<file path="src/rtl/seq_alu.sv">
// Multi-cycle unsigned ALU (add, sub, mul, rem) with valid/ready request and response ports.
// Mul is a W-step shift-add; rem is a W-step restoring divider sharing the same accumulator.
module seq_alu #(
   parameter int W     = 3,
   parameter int RES_W = 2*W,
   parameter int CNT_W = $clog2(W+1)
) (
   input  logic             clk,
   input  logic             rst_n,
   input  logic             in_valid,
   output logic             in_ready,
   input  logic [W-1:0]     num1,
   input  logic [W-1:0]     num2,
   input  logic [1:0]       sel,
   output logic             out_valid,
   input  logic             out_ready,
   output logic [RES_W-1:0] result,
   output logic             zeroFlag,
   output logic             negFlag,
   output logic             divByZeroFlag
);

   localparam logic [1:0] OP_ADD = 2'b00;
   localparam logic [1:0] OP_SUB = 2'b01;
   localparam logic [1:0] OP_MUL = 2'b10;
   localparam logic [1:0] OP_REM = 2'b11;
   localparam logic [CNT_W-1:0] CNT_INIT = CNT_W'(W);
   localparam logic [CNT_W-1:0] CNT_ONE  = CNT_W'(1);

   typedef enum logic [1:0] {IDLE, BUSY, DONE} stateT;

   stateT             state;
   stateT             nextState;
   logic [W-1:0]      aReg;
   logic [W-1:0]      bReg;
   logic              mulOp;
   logic [CNT_W-1:0]  counter;
   logic [RES_W-1:0]  accReg;

   logic              accept;
   logic              longOp;
   logic [RES_W-1:0]  addRes;
   logic [RES_W-1:0]  subRes;
   logic [W:0]        mulSum;
   logic [RES_W-1:0]  mulNext;
   logic [W:0]        remShift;
   logic [W:0]        remDiff;
   logic [W-1:0]      remNext;
   logic [RES_W-1:0]  stepNext;

   assign accept = in_valid && in_ready;
   assign longOp = (sel == OP_MUL) || ((sel == OP_REM) && (num2 != '0));
   assign addRes = {{W{1'b0}}, num1} + {{W{1'b0}}, num2};
   assign subRes = {{W{1'b0}}, num1} - {{W{1'b0}}, num2};

   // Mul: add multiplicand into the upper half, then shift the whole accumulator right.
   assign mulSum  = {1'b0, accReg[RES_W-1:W]} + {1'b0, (aReg[0] ? bReg : {W{1'b0}})};
   assign mulNext = {mulSum, accReg[W-1:1]};

   // Rem: partial remainder lives in the low half; dividend bits shift in MSB first.
   assign remShift = {accReg[W-1:0], aReg[W-1]};
   assign remDiff  = remShift - {1'b0, bReg};
   assign remNext  = remDiff[W] ? remShift[W-1:0] : remDiff[W-1:0];
   assign stepNext = mulOp ? mulNext : {{W{1'b0}}, remNext};

   assign result = accReg;

   always_ff @(posedge clk or negedge rst_n) begin
      if (!rst_n) state <= IDLE;
      else        state <= nextState;
   end

   always_comb begin
      nextState = state;
      in_ready  = 1'b0;
      out_valid = 1'b0;
      case (state)
         IDLE: begin
            in_ready = 1'b1;
            if (in_valid) nextState = longOp ? BUSY : DONE;
         end
         BUSY: begin
            if (counter == CNT_ONE) nextState = DONE;
         end
         DONE: begin
            out_valid = 1'b1;
            if (out_ready) nextState = IDLE;
         end
         default: nextState = IDLE;
      endcase
   end

   always_ff @(posedge clk or negedge rst_n) begin
      if (!rst_n) begin
         aReg          <= '0;
         bReg          <= '0;
         mulOp         <= 1'b0;
         counter       <= '0;
         accReg        <= '0;
         zeroFlag      <= 1'b0;
         negFlag       <= 1'b0;
         divByZeroFlag <= 1'b0;
      end else if (accept) begin
         aReg          <= num1;
         bReg          <= num2;
         mulOp         <= (sel == OP_MUL);
         counter       <= CNT_INIT;
         accReg        <= '0;
         zeroFlag      <= 1'b0;
         negFlag       <= 1'b0;
         divByZeroFlag <= 1'b0;
         case (sel)
            OP_ADD: begin
               accReg   <= addRes;
               zeroFlag <= (addRes == '0);
            end
            OP_SUB: begin
               accReg   <= subRes;
               zeroFlag <= (subRes == '0);
               negFlag  <= (num1 < num2);
            end
            OP_REM: divByZeroFlag <= (num2 == '0);
            default: ;
         endcase
      end else if (state == BUSY) begin
         accReg  <= stepNext;
         counter <= counter - CNT_ONE;
         if (mulOp) aReg <= aReg >> 1;
         else       aReg <= aReg << 1;
         if (counter == CNT_ONE) zeroFlag <= (stepNext == '0);
      end
   end

endmodule

</file>
<file path="config.mk">
export PLATFORM = sky130hd
export DESIGN_NAME = seq_alu
export DESIGN_NICKNAME = d
export VERILOG_FILES = /design/src/rtl/seq_alu.sv
export SDC_FILE = /design/constraint.sdc
export NUM_CORES = 1
export LEC_CHECK = 0
export ABC_AREA = 1
export BUFFER_PORTS_ARGS = -buffer_cell sky130_fd_sc_hd__buf_2
export CAP_MARGIN = 20
export CORE_MARGIN = 5
export CORE_UTILIZATION = 61
export DETAILED_ROUTE_END_ITERATION = 8
export GPL_TIMING_DRIVEN = 0
export HOLD_SLACK_MARGIN = 0.05
export PLACE_DENSITY = 0.85
export REMOVE_ABC_BUFFERS = 1
export SLEW_MARGIN = 20
export SYNTH_ARGS = -nofsm -noshare
export SYNTH_HDL_FRONTEND = slang
export SYNTH_SLANG_ARGS = --single-unit
</file>
<file path="constraint.sdc">
create_clock -name clk -period 3 [get_ports clk]
set_input_delay 0.75 -clock clk [delete_from_list [all_inputs] [get_ports clk]]
set_output_delay 0.75 -clock clk [all_outputs]
set_load 0.01 [all_outputs]
</file>
* After elaboration in Yosys (flattened, before gate mapping)
Index checks and enable logic that the tools add are counted.
** Cells by class
- Multipliers :: 0
- Add/sub/neg operators :: 5
- $lt $le $gt $ge :: 1
- Equal/unequal tests :: 9
- Multiplexer cells :: 24
- Reductions and logical operators :: 14
- Div/mod/pow operators :: 0
- Shift-type cells :: 0
- Bitwise operators :: 0
** Operator list (count)
- 6-bit zero test :: 3
- 6-bit two-way mux :: 3
- 3-bit two-way mux :: 5
- 2-bit two-way mux :: 6
- 6-bit case mux with 2 select lines :: 1
- 3-bit by 3-bit adder with 4-bit output :: 2
- 1-bit two-way mux :: 7
- 2-bit by 1-bit equality test with 1-bit output, second input constant :: 3
- 2-bit equality test, second input constant :: 3
- 2-bit != test, second input constant :: 3
- 2-bit case mux with 3 select lines :: 1
- 2-bit zero test :: 2
- 2-bit nonzero test :: 2
- 3-bit by 3-bit subtractor with 4-bit output :: 1
- 4-bit by 3-bit subtractor with 4-bit output :: 1
- 3-bit zero test :: 1
- 3-bit less-than comparator :: 1
- 3-bit AND reduction :: 1
- 3-bit nonzero test :: 1
- 1-bit logical AND :: 2
- 1-bit case mux with 2 select lines :: 1
- 2-bit AND reduction :: 1
- 2-bit by 1-bit subtractor with 2-bit output, second input constant :: 1
- 1-bit logical OR :: 1
** Storage, ports and cells
- ROM bits :: 0
- Memories :: 0
- Bits in latches :: 0
- Flip-flop bits (word level) :: 20
- Output and inout bits :: 11
- Logic and storage cells :: 62
- Bits in writable memories :: 0
- Input port bits :: 12

* Depth between registers and ports, before layout
Gate-level depths: netlist of the first run.
- Word-level depth :: 7
- Mapped depth :: 12
- Mapped depth without buffers :: 12

* Worst setup path before layout of the first run
Ideal clock, no wire load.
- Path type :: input to register
- Start point :: input port num1[0]
- End point :: register accReg[2], in the netlist result[2]
- Stages on the path :: 9
- Buffers on the path :: 0
- Arrival :: 2.162 ns
- Setup slack :: 0.709 ns
- Setup time :: 0.129 ns
- Data required time :: 2.871 ns
- Cells stage by stage :: inv_1 -> ha_1 -> fa_1 -> inv_1 -> fa_1 -> inv_1 -> nor2_1 -> a221oi_1 -> nand2_1
** Between the ends
- Longest elaborated chain between the ends :: 3
- Elaborated cells on any way between the ends :: 4
** Ends and longest elaborated chain
- start: declaration :: line 12 : input logic [W-1:0] num1,
- 3-bit by 3-bit subtractor with 4-bit output / 3-bit by 3-bit adder with 4-bit output (equally long branches) :: line 54, 53
- 6-bit case mux with 2 select lines * :: line 112 : case (sel)
- 6-bit two-way mux * :: line 103 : end else if (accept) begin
- end signal: assignment :: line 114 : accReg <= addRes;
- end signal: assignment :: line 118 : accReg <= subRes;
- end signal: assignment :: line 126 : accReg <= stepNext;
- end: declaration :: line 38 : logic [RES_W-1:0] accReg;
Mark *: on every way between the ends. The rest lies on a longest branch, timed or not.
A chain may end at the register's enable or synchronous reset.

* Worst setup path in the final report of the first run
Same ends and word-level chain as after synthesis.

==> results of run 1 <==
==> metrics by stage <==
step / hold slack, ns / power [mW] / cells / worst slack [ns] / area, µm²
3_3_place_gp: 0.468 / 1.49 / 237 / 0.520 / 1660
3_5_place_dp: 0.477 / 1.54 / 237 / 0.508 / 1660
6_report: 0.368 / 1.66 / 240 / 0.831 / 1680
2_1_floorplan: 0.454 / 1.28 / 185 / 0.709 / 1510
5_1_grt: 0.397 / 1.84 / 240 / 0.759 / 1680
4_1_cts: 0.387 / 1.67 / 240 / 0.824 / 1680
==> metal layers <==
metal | wire (µm) | GRT usage | up-vias
li1 | - | - | 667
met1 | 1370 | 0.267 | 613
met2 | 1570 | 0.330 | 47
met3 | 201 | 0.0324 | 6
met4 | 31 | 0.0570 | 0
met5 | 0 | 0 | -
==> synth_stat cells <==
library cell	n
sky130_fd_sc_hd__nand2_1	32
sky130_fd_sc_hd__inv_1	31
sky130_fd_sc_hd__dfrtp_1	20
sky130_fd_sc_hd__nor2_1	15
sky130_fd_sc_hd__ha_1	13
sky130_fd_sc_hd__nand3_1	12
sky130_fd_sc_hd__o21ai_0	9
sky130_fd_sc_hd__a21oi_1	7
sky130_fd_sc_hd__nand2_2	6
sky130_fd_sc_hd__fa_1	5
sky130_fd_sc_hd__o21ai_1	5
sky130_fd_sc_hd__nand3_2	3
sky130_fd_sc_hd__nor2_4	3
sky130_fd_sc_hd__nand4_1	2
sky130_fd_sc_hd__nor2_2	2
sky130_fd_sc_hd__o211ai_1	2
sky130_fd_sc_hd__o22ai_1	2
sky130_fd_sc_hd__xor2_1	2
sky130_fd_sc_hd__a21boi_1	1
sky130_fd_sc_hd__a21oi_2	1
sky130_fd_sc_hd__a221oi_1	1
sky130_fd_sc_hd__a221oi_2	1
sky130_fd_sc_hd__a31oi_1	1
sky130_fd_sc_hd__buf_2	1
sky130_fd_sc_hd__buf_6	1
sky130_fd_sc_hd__clkbuf_8	1
sky130_fd_sc_hd__inv_4	1
sky130_fd_sc_hd__nand2_4	1
sky130_fd_sc_hd__nor3_1	1
sky130_fd_sc_hd__o221ai_1	1
sky130_fd_sc_hd__o311ai_1	1
sky130_fd_sc_hd__o31ai_1	1
sky130_fd_sc_hd__o31ai_2	1
sky130_fd_sc_hd__or2_1	1
sky130_fd_sc_hd__xnor2_1	1
==> final cells by class <==
class | instances | area, µm² | share of cell area
Multi-Input combinational cell | 133 | 891 | 0.529
Timing Repair Buffer | 22 | 110 | 0.0654
Inverter | 32 | 123 | 0.0728
Sequential cell | 20 | 500 | 0.297
Tap cell | 30 | 37.5 | 0.0223
Clock buffer | 3 | 22.5 | 0.0134
==> cell families (layout without fill, tap and decap cells) <==
kind of cell | after synthesis | after routing
buf+inv | 35 | 57
simple gates | 78 | 78
flops | 20 | 20
fa+ha+maj | 18 | 18
xor+xnor | 3 | 3
compound gates | 34 | 34
==> worst max-delay path, cell delays in order <==
cell and delay, ns:
sky130_fd_sc_hd__buf_2 0.09, sky130_fd_sc_hd__inv_1 0.05, sky130_fd_sc_hd__ha_1 0.22, sky130_fd_sc_hd__fa_1 0.36, sky130_fd_sc_hd__inv_1 0.08, sky130_fd_sc_hd__fa_1 0.40
sky130_fd_sc_hd__inv_1 0.09, sky130_fd_sc_hd__nor2_1 0.05, sky130_fd_sc_hd__a221oi_1 0.20, sky130_fd_sc_hd__nand2_1 0.07
==> power groups by stage <==
stage / logic [mW] / registers (mW) / clock network [mW]
after detailed placement: 1.02 / 0.521 / 0
after floorplan: 0.768 / 0.513 / 0
after global routing: 1.15 / 0.539 / 0.144
final: 1.02 / 0.516 / 0.126
after global placement: 0.983 / 0.512 / 0
after CTS: 1.03 / 0.517 / 0.128
==> registers in the layout, summed over array words and instances (netlist names) <==
signal	count
zeroFlag	1
result	6
counter	2
mulOp	1
negFlag	1
state	2
divByZeroFlag	1
aReg	3
bReg	3
==> worst paths after layout <==
path / start / end / slack, ns / cells past startpoint
min in group clk: counter[0] / counter[0] / 0.50 / 1
hold reg to reg: counter[0] / counter[0] / 0.50 / 1
max in group asynchronous: rst_n / negFlag / 2.32 / 1
setup / recovery: num1[0] / result[2] / 0.83 / 10
setup reg to reg: aReg[0] / zeroFlag / 1.06 / 10
hold / removal: rst_n / result[4] / 0.37 / 1
==> run summary, run 1 <==
The number of nets with antenna violations after detailed routing is 0. The final RePlAce weighted congestion is 0.913. The static leakage power came out at 0.918 nW.

The total count of hold-check failures in the final report is 0. From bottom edge to top edge, the die measures 60.3 µm. The total of max-cap violations came out at 0. The number of violations reported at the end of detailed-routing iteration 0 is 56. The total of flip-flops plus latches after synthesis is 20. The die width came out at 60.3 µm. The number of unique standard cell types used by synthesis came out at 35. The wire length reported by the detailed router came out at 3170 µm.

Of the total synthesized cell area, the portion taken by XOR and XNOR cells is 0.0170. The effective utilization at floorplan is 0.629. The capturing element type of the critical path is a flip-flop. The I/O pin count came out at 23. The share of post-route cells with drive strength above 1 came out at 0.210. After synthesis, the cell types taking the most area are sky130_fd_sc_hd__dfrtp_1, sky130_fd_sc_hd__ha_1, sky130_fd_sc_hd__nand2_1. The number of buffers created by CTS is 3.

The final design utilization is 0.686. The total negative setup slack is 0 ns. The share of the synthesized area in compound gates (AO/OA/AOI/OAI) is 0.140.

The layout filler cell count came out at 205. After detailed routing, the number of remaining DRC violations is 0. The post-synthesis cell count came out at 188. The maximum number of pins on one net before global-route repair is 21. The clock input transition at the sequential cells of the worst setup and hold paths came out at 0.11 ns. TritonCTS built the clock tree. The part of the total power dissipated in sequential elements came out at 0.311.

The count of warnings emitted by yosys came out at 0. In this run the clock root is driven by a sky130_fd_sc_hd__clkbuf_4. The path class of the tightest hold or removal check is primary input to asynchronous set/reset pin. The internal cell power came out at 831 µW. The share of the clock period used by the worst path after layout is 0.723. The worst vdd rail ir drop came out at 0.779 mV. From synthesis to final layout, the design area changed by 9.08%. For this design, the sink count on the clock tree is 20.

Of the post-synthesis cell area, the dominant cell type holds 0.324. The leading area contributor after synthesis is sky130_fd_sc_hd__dfrtp_1. The number of port buffers is 22. The number of antenna violations at the first check in global routing was 0.

Of the total synthesized cell area, the portion taken by full adders, half adders and majority gates is 0.170. After clock tree synthesis, the flow added hold-fix buffers numbering 0. The share of synthesized area occupied by flip-flops and latches came out at 0.324. The proportion of synthesized area in mux cells is 0.

The top cell types in the final layout, fill and taps aside, are sky130_fd_sc_hd__nand2_1, sky130_fd_sc_hd__inv_1, sky130_fd_sc_hd__buf_2, sky130_fd_sc_hd__dfrtp_1, sky130_fd_sc_hd__nor2_1. The worst clock skew came out at 0.00696 ns. After legalization and detailed placement, the total HPWL measured 2640 µm. The relative max-transition margin is 0.709. The area of the mapped netlist came out at 0.00154 mm².

The post-CTS setup buffer count came out at 0. The global-route wire length before repair is 5530 µm. The net count of the finished layout is 242. The maximum fanout count along the critical path came out at 2. The maximum level of the CTS H-tree is 1. The total net switching power came out at 828 µW.

The measured slew at the worst slew-check pin is 0.437 ns. STA classifies the critical path startpoint as a primary input. The required time of the critical path came out at 3.19 ns. The core region is 0.00245 mm². The die area is 0.00364 mm². By area, the combinational part of the netlist is dominated by simple AND/OR/NAND/NOR gates. Setup violations remaining at the end of the flow were counted as 0. The via count is 1333.

Of the total power, the clock network draws 0.076. The post-synthesis share of cell area spent on and, or, nand and nor gates is 0.250. The overall overflow remaining after global route is 0. The data arrival time of the critical path is 2.36 ns.

The achievable frequency is 461 MHz. The number of inserted diodes is 0. The worst-case clock buffer depth is 2.

Setup repair after global routing left no endpoint under its margin. The clock latency on the worst-skew pair came out at 0.30 ns. The max-slew violation count came out at 0. Across every metal layer, demand over resource in global routing totals 0.199. The iteration count of the initial detailed-routing pass came out at 4. The combinational share of power is 0.613. Leaving out fill and tap cells, the most frequent cell in the layout is sky130_fd_sc_hd__nand2_1. The ratio of total power to cell area is 985 mW/mm². Averaged over all synthesized cells, the footprint is 8.21 µm². The clock period minus final worst setup slack came out at 2.17 ns.

By startpoint and endpoint, the worst setup path is classified as primary input to flip-flop. The flow ran to the end, and the final reports show no timing, DRC or antenna violations. The number of rows in the core area is 18. The routed wire length per instance came out at 13.2 µm. The via count of the first global-routing pass is 1275. In the routed layout, each cell is associated on average with a via count of 5.55.

The number of gates resized after CTS is 0. The switching share of total power is 0.499.
No activity file was read; power rests on OpenSTA's default activity.
==> inputs of run 2 (changes only) <==
--- a/config.mk
+++ b/config.mk
@@ -9,11 +9,11 @@
 export BUFFER_PORTS_ARGS = -buffer_cell sky130_fd_sc_hd__buf_2
 export CAP_MARGIN = 20
 export CORE_MARGIN = 5
-export CORE_UTILIZATION = 61
+export CORE_UTILIZATION = 51
 export DETAILED_ROUTE_END_ITERATION = 8
 export GPL_TIMING_DRIVEN = 0
 export HOLD_SLACK_MARGIN = 0.05
-export PLACE_DENSITY = 0.85
+export PLACE_DENSITY = 0.75
 export REMOVE_ABC_BUFFERS = 1
 export SLEW_MARGIN = 20
 export SYNTH_ARGS = -nofsm -noshare
==> constraint.sdc (replaced) <==
create_clock -name clk -period 1.9 [get_ports clk]
set_input_delay 0.475 -clock clk [delete_from_list [all_inputs] [get_ports clk]]
set_output_delay 0.475 -clock clk [all_outputs]
set_load 0.01 [all_outputs]
==> run summary, run 2 (synthesis gave the netlist of run 1 again) <==
The flow ran to the end, and the final reports show no timing, DRC or antenna violations. The DRC violation count after routing came out at 0 (unchanged). The iteration count of the initial detailed-routing pass came out at 4 (unchanged). The worst vdd rail ir drop came out at 0.724 mV (-7.1%). The height of the die is 65.0 µm (+7.8%).

The number of clock sinks is 20 (unchanged). The number of port buffers came to 22 (unchanged). The worst hold-check path type is primary input to asynchronous set/reset pin. The share of the clock period used by the worst path after layout came out at 0.968. The layout filler cell count came to 287 (+40%). The data arrival time of the critical path came out at 2.04 ns (-0.32 ns). In this run the clock root is driven by a sky130_fd_sc_hd__clkbuf_4. The achievable frequency is 544 MHz. In the layout the commonest cells are sky130_fd_sc_hd__nand2_1, sky130_fd_sc_hd__inv_1, sky130_fd_sc_hd__buf_2, sky130_fd_sc_hd__dfrtp_1, sky130_fd_sc_hd__nor2_1. The via count of the first global-routing pass came out at 1303 (+2.2%). The wire length reported by the detailed router came out at 3390 µm (+6.9%). The maximum fanout count along the critical path is 2 (unchanged). The clock period minus final worst setup slack is 1.84 ns. The detailed placer's ending HPWL is 2650 µm (+0.51%).

Setup repair after global routing could not meet its margin everywhere. The ratio of total power to cell area is 1670 mW/mm² (+70%). The number of antenna violations at the first check in global routing was 0 (unchanged). The area of the core region is 0.00298 mm² (+21%). The final RePlAce weighted congestion came out at 0.822 (-9.9%).

The detailed-route vias per instance came out at 5.47 (-1.5%). The worst setup path is captured at a flip-flop. From synthesis to final layout, the design area changed by 15.8%. The routed wire length per instance came out at 13.7 µm (+3.5%). The required time of the critical path was 2.10 ns (-1.09 ns).

The overall overflow remaining after global route came out at 0 (unchanged). The max-slew violation count is 0 (unchanged). The static leakage power came out at 0.957 nW (+4.2%). The total routing usage reported by global routing is 0.170 (-0.0283).

The total negative setup slack is 0 ns (unchanged). The worst-case clock buffer depth was 2 (unchanged). The clock input transition at the sequential cells of the worst setup and hold paths is 0.13 ns (+0.02 ns). The relative max-transition margin is 0.697 (-0.0120). The share of post-route cells with drive strength above 1 was 0.279 (+0.0695). The worst clock skew was 0.0120 ns (+0.00501 ns). The die area is 0.00423 mm² (+16%). TritonCTS built the clock tree. The tightest hold margin came out at 0.0835 ns (-0.284 ns). The post-route worst setup slack is 0.0606 ns (-0.770 ns). The number of buffers created by CTS is 3 (unchanged). The number of rows in the core area is 20 (+2). The global-route wire length before repair came out at 5660 µm (+2.5%). The maximum level of the CTS H-tree came out at 1 (unchanged). The number of nets with antenna violations after detailed routing came to 0 (unchanged).

The effective utilization at floorplan came to 0.518 (-0.110). The maximum number of pins on one net before global-route repair is 21 (unchanged). The number of inserted diodes came out at 0 (unchanged). The via count is 1357 (+1.8%).

The number of hold buffers added after CTS is 0 (unchanged). The I/O pin count came to 23 (unchanged). The final net count is 246 (+1.7%).

The number of violations reported at the end of detailed-routing iteration 0 came out at 47 (-16%). The critical path start-end classification is primary input to flip-flop. Leaving out fill and tap cells, the most frequent cell in the layout is sky130_fd_sc_hd__nand2_1. The clock latency on the worst-skew pair is 0.31 ns (about the same). The total count of hold-check failures in the final report came out at 0 (unchanged).

The flip-flop count of the largest register, all copies and words added came out at 6 (unchanged). The total of max-cap violations is 0 (unchanged). STA classifies the critical path startpoint as a primary input. The measured slew at the worst slew-check pin is 0.455 ns (+0.0180 ns).

The final design utilization is 0.600 (-0.0856). The number of setup violations in the final report is 0 (unchanged). The die width is 65.0 µm (+7.8%). The minimum setup slack after placement came to -0.337 ns (-0.846 ns).
-- run 2: repair_timing --
action                                  CTS  global route
resized for setup                         1            12
gates cloned                              0             0
buffers inserted                          3             1
endpoints found under the setup margin    2             2
pin swaps                                 0             8
-- run 2: final cells by class --
type,count,area [µm²],share of cell area
clock inverter,1,30.0,0.0168
clock buffer,3,22.5,0.0126
tap,33,41.3,0.0231
inverter,32,123,0.0686
sequential,20,500,0.280
multi-input combinational,133,931,0.521
timing repair buffer,26,140,0.0784
-- run 2: worst max-delay path: stages --
cell and delay (ns):
sky130_fd_sc_hd__buf_2 0.09, sky130_fd_sc_hd__inv_1 0.05, sky130_fd_sc_hd__ha_2 0.18, sky130_fd_sc_hd__fa_1 0.36, sky130_fd_sc_hd__inv_1 0.09, sky130_fd_sc_hd__fa_1 0.40
sky130_fd_sc_hd__inv_1 0.09, sky130_fd_sc_hd__nor2_1 0.06, sky130_fd_sc_hd__a221oi_2 0.18, sky130_fd_sc_hd__nand2_1 0.07
-- run 2: routing by layer --
layer,track usage,routed length [µm]
met5,0,0
met4,0.0622,54
met1,0.229,1550
met2,0.281,1650
met3,0.0208,137
-- run 2: report_power, final --
group	switching (mW)	internal, mW
registers	0.195	0.609
clock network	0.143	0.213
logic	1.08	0.752
-- run 2: metrics by stage --
step / instances / instance area (µm²) / total power [mW]
floorplan: 185 / 1510 / 2.02
global placement: 240 / 1670 / 2.40
detailed placement: 240 / 1670 / 2.43
CTS: 247 / 1740 / 2.83
global route: 248 / 1790 / 3.29
finish: 248 / 1790 / 2.99
-- run 2: worst paths after layout --
kind | start | endpoint | slack, ns | cells past startpoint
worst max-delay path | num1[0] | result[2] | 0.06 | 10
worst min-delay path | rst_n | result[5] | 0.08 | 1
worst max register to register | bReg[0] | zeroFlag | 0.08 | 11
worst min register to register | counter[0] | counter[0] | 0.50 | 1
max in group asynchronous | rst_n | aReg[1] | 1.49 | 1
min in group clk | out_ready | state[1] | 0.32 | 2
==> inputs of run 3 (changes only) <==
--- a/config.mk
+++ b/config.mk
@@ -8,12 +8,14 @@
 export ABC_AREA = 1
 export BUFFER_PORTS_ARGS = -buffer_cell sky130_fd_sc_hd__buf_2
 export CAP_MARGIN = 20
+export CELL_PAD_IN_SITES_DETAIL_PLACEMENT = 1
+export CELL_PAD_IN_SITES_GLOBAL_PLACEMENT = 1
 export CORE_MARGIN = 5
-export CORE_UTILIZATION = 51
+export CORE_UTILIZATION = 38
 export DETAILED_ROUTE_END_ITERATION = 8
 export GPL_TIMING_DRIVEN = 0
 export HOLD_SLACK_MARGIN = 0.05
-export PLACE_DENSITY = 0.75
+export PLACE_DENSITY_LB_ADDON = 0.1
 export REMOVE_ABC_BUFFERS = 1
 export SLEW_MARGIN = 20
 export SYNTH_ARGS = -nofsm -noshare
==> constraint.sdc (replaced) <==
create_clock -name clk -period 1.5 [get_ports clk]
set_input_delay 0.375 -clock clk [delete_from_list [all_inputs] [get_ports clk]]
set_output_delay 0.375 -clock clk [all_outputs]
set_load 0.01 [all_outputs]
==> run summary, run 3 (synthesis gave the netlist of run 1 again) <==
The clock latency on the worst-skew pair came out at 0.25 ns (-0.06 ns). The most critical setup path has its startpoint at bReg[0]. The measured slew at the worst slew-check pin is 0.485 ns (+0.0296 ns). The number of setup violations in the final report was 6 (+6).

The die width is 73.7 µm (+13%). The flip-flop count of the largest register, all copies and words added came out at 6 (unchanged). The cell depth of the worst flop-to-flop path came out at 11 (unchanged). The run finished, with violations left. The DRC violation count after routing is 0 (unchanged). The clock period minus final worst setup slack came out at 1.91 ns. The startpoint identified for the worst register-to-register timing path is bReg[0].

The post-layout instance count excluding filler cells is 275 (+11%). The number of rows in the core area came out at 23 (+15%). In the layout the commonest cells are sky130_fd_sc_hd__nand2_1, sky130_fd_sc_hd__inv_1, sky130_fd_sc_hd__buf_2, sky130_fd_sc_hd__dfrtp_1, sky130_fd_sc_hd__buf_4. The min-delay analysis places its worst path in the category primary input to asynchronous set/reset pin. The detailed-route vias per instance is 5.20 (-4.9%). The final net count came out at 257 (+4.5%).

The number of antenna violations at the first check in global routing is 0 (unchanged). The data arrival time of the critical path is 2.10 ns (+0.06 ns). The effective utilization at floorplan is 0.389 (-0.130).

The die area came out at 0.00544 mm² (+29%). Traced cell by cell, the critical path runs through buf_4 -> ha_2 -> inv_2 -> fa_2 -> xnor2_2 -> nand3_1 -> nand3_1 -> nand2_2 -> nor2_2 -> nand2_2 -> a21oi_2. The total negative setup slack came out at -1.38 ns (-1.38 ns). STA classifies the critical path endpoint as a flip-flop. The number of inserted diodes came out at 0 (unchanged). The via count is 1431 (+5.5%). The final RePlAce weighted congestion is 0.793 (-3.6%). The number of violations reported at the end of detailed-routing iteration 0 was 70 (+49%). TritonCTS built the clock tree. The number of nets with antenna violations after detailed routing came out at 0 (unchanged). The worst clock skew is 0.000718 ns (-0.0112 ns). The clock input transition at the sequential cells of the worst setup and hold paths came out at 0.08 ns (-0.05 ns).

The routed wire length per instance is 17.4 µm (+27%). The final design utilization came to 0.505 (-0.0954). The achievable frequency is 524 MHz. The maximum fanout count along the critical path came out at 3 (+1). Leaving out fill and tap cells, the most frequent cell in the layout is sky130_fd_sc_hd__nand2_1.

The maximum level of the CTS H-tree was 1 (unchanged). The relative max-transition margin was 0.677 (-0.0197). The ratio of total power to cell area is 2160 mW/mm² (+29%). The share of post-route cells with drive strength above 1 is 0.418 (+0.139). The area of the core region came out at 0.00397 mm² (+33%). The total routing usage reported by global routing is 0.189 (+0.0190). The via count of the first global-routing pass came out at 1583 (+21%). The top layer reached by signal wires is met4.

The number of port buffers is 22 (unchanged). The critical path start-end classification is flip-flop to flip-flop. The global-route wire length before repair is 7840 µm (+38%). The I/O pin count came out at 23 (unchanged). Of the available clock period, the critical path in the final layout requires 1.27. The total of max-cap violations came to 0 (unchanged). The wire length reported by the detailed router is 4780 µm (+41%). Setup repair after global routing could not meet its margin everywhere.

The detailed placer's ending HPWL came out at 3470 µm (+31%). The layout overhead on the synthesized area came out at 29.9%. Clock tree synthesis selected as its root buffer the cell sky130_fd_sc_hd__clkbuf_8. The placed standard-cell area came to 0.00169 mm² (+1.3%). The iteration count of the initial detailed-routing pass is 4 (unchanged). The post-layout total power came out at 4.33 mW (+45%). The met2 wire length was 2540 µm (+54%). The total count of hold-check failures in the final report came out at 0 (unchanged). The maximum number of pins on one net before global-route repair was 21 (unchanged).

The detailed-routing wirelength on met1 came to 2070 µm (+34%). The required time of the critical path was 1.69 ns (-0.41 ns). The height of the die is 73.7 µm (+13%). The final reports fail on negative setup slack. The cell with the biggest individual delay on the critical path is sky130_fd_sc_hd__dfrtp_1.

The routed wire length on met3 came out at 123 µm (-10%). The overall overflow remaining after global route came out at 0 (unchanged). The post-route cell area is 0.00201 mm² (+12%).

The max-slew violation count came to 0 (unchanged). The worst-case clock buffer depth came out at 2 (unchanged). The worst setup path is launched from a flip-flop.

The worst vdd rail ir drop came out at 0.822 mV (+14%). The number of buffers created by CTS is 3 (unchanged). The number of clock sinks is 20 (unchanged).

The maximum single-stage delay on the critical path came to 0.39 ns (about the same). The cell count after placement came out at 257 (+7.1%). The post-route worst setup slack is -0.408 ns (-0.469 ns). The static leakage power is 0.995 nW (+4.0%).
run 3: report_power, final:
part / total [mW] / internal [mW] / switching [mW]
combinational: 2.88 / 1.22 / 1.67
sequential: 1.09 / 0.782 / 0.305
clock: 0.360 / 0.179 / 0.181
run 3: through the flow:
step                setup slack, ns  hold slack [ns]
finish                       -0.408           0.0707
global route                 -0.512            0.105
CTS                          -0.337           0.0834
detailed placement           -0.665            0.363
global placement             -0.636            0.348
floorplan                    -0.416           0.0794
run 3: cell type report:
class / count / area, µm²
fillers: 475 / 1970
repair buffers: 37 / 246
multi-input cells: 133 / 1020
clock buffers: 3 / 41.3
flip-flops and latches: 20 / 505
inverters: 32 / 125
well taps: 50 / 62.6
run 3: layer usage:
layer / GRT usage / up-vias
li1: - / 689
met1: 0.245 / 716
met2: 0.337 / 22
met3: 0.0205 / 4
met4: 0.0423 / 0
met5: 0 / -
run 3: repair_timing:
action,in CTS,in global routing
resized for setup,34,14
hold buffers,0,0
endpoints found under the setup margin,6,11
cloned,0,0
pin swaps,11,11
buffers inserted,10,5
run 3: worst paths after layout:
path | to | slack [ns]
worst max-delay path | zeroFlag | -0.41
worst min-delay path | result[4] | 0.07
worst max register to register | zeroFlag | -0.41
worst min register to register | negFlag | 0.49
max in group asynchronous | result[0] | 1.07
min in group clk | state[1] | 0.29
run 3: worst max-delay path, delay by kind of cell (launching register included):
family	cells	cell delay, ns
adder cells (fa/ha/maj)	2	0.50
XOR/XNOR	1	0.18
flip-flops	1	0.39
AO/OA/AOI/OAI	1	0.13
buffers and inverters	2	0.16
AND/OR/NAND/NOR	5	0.47
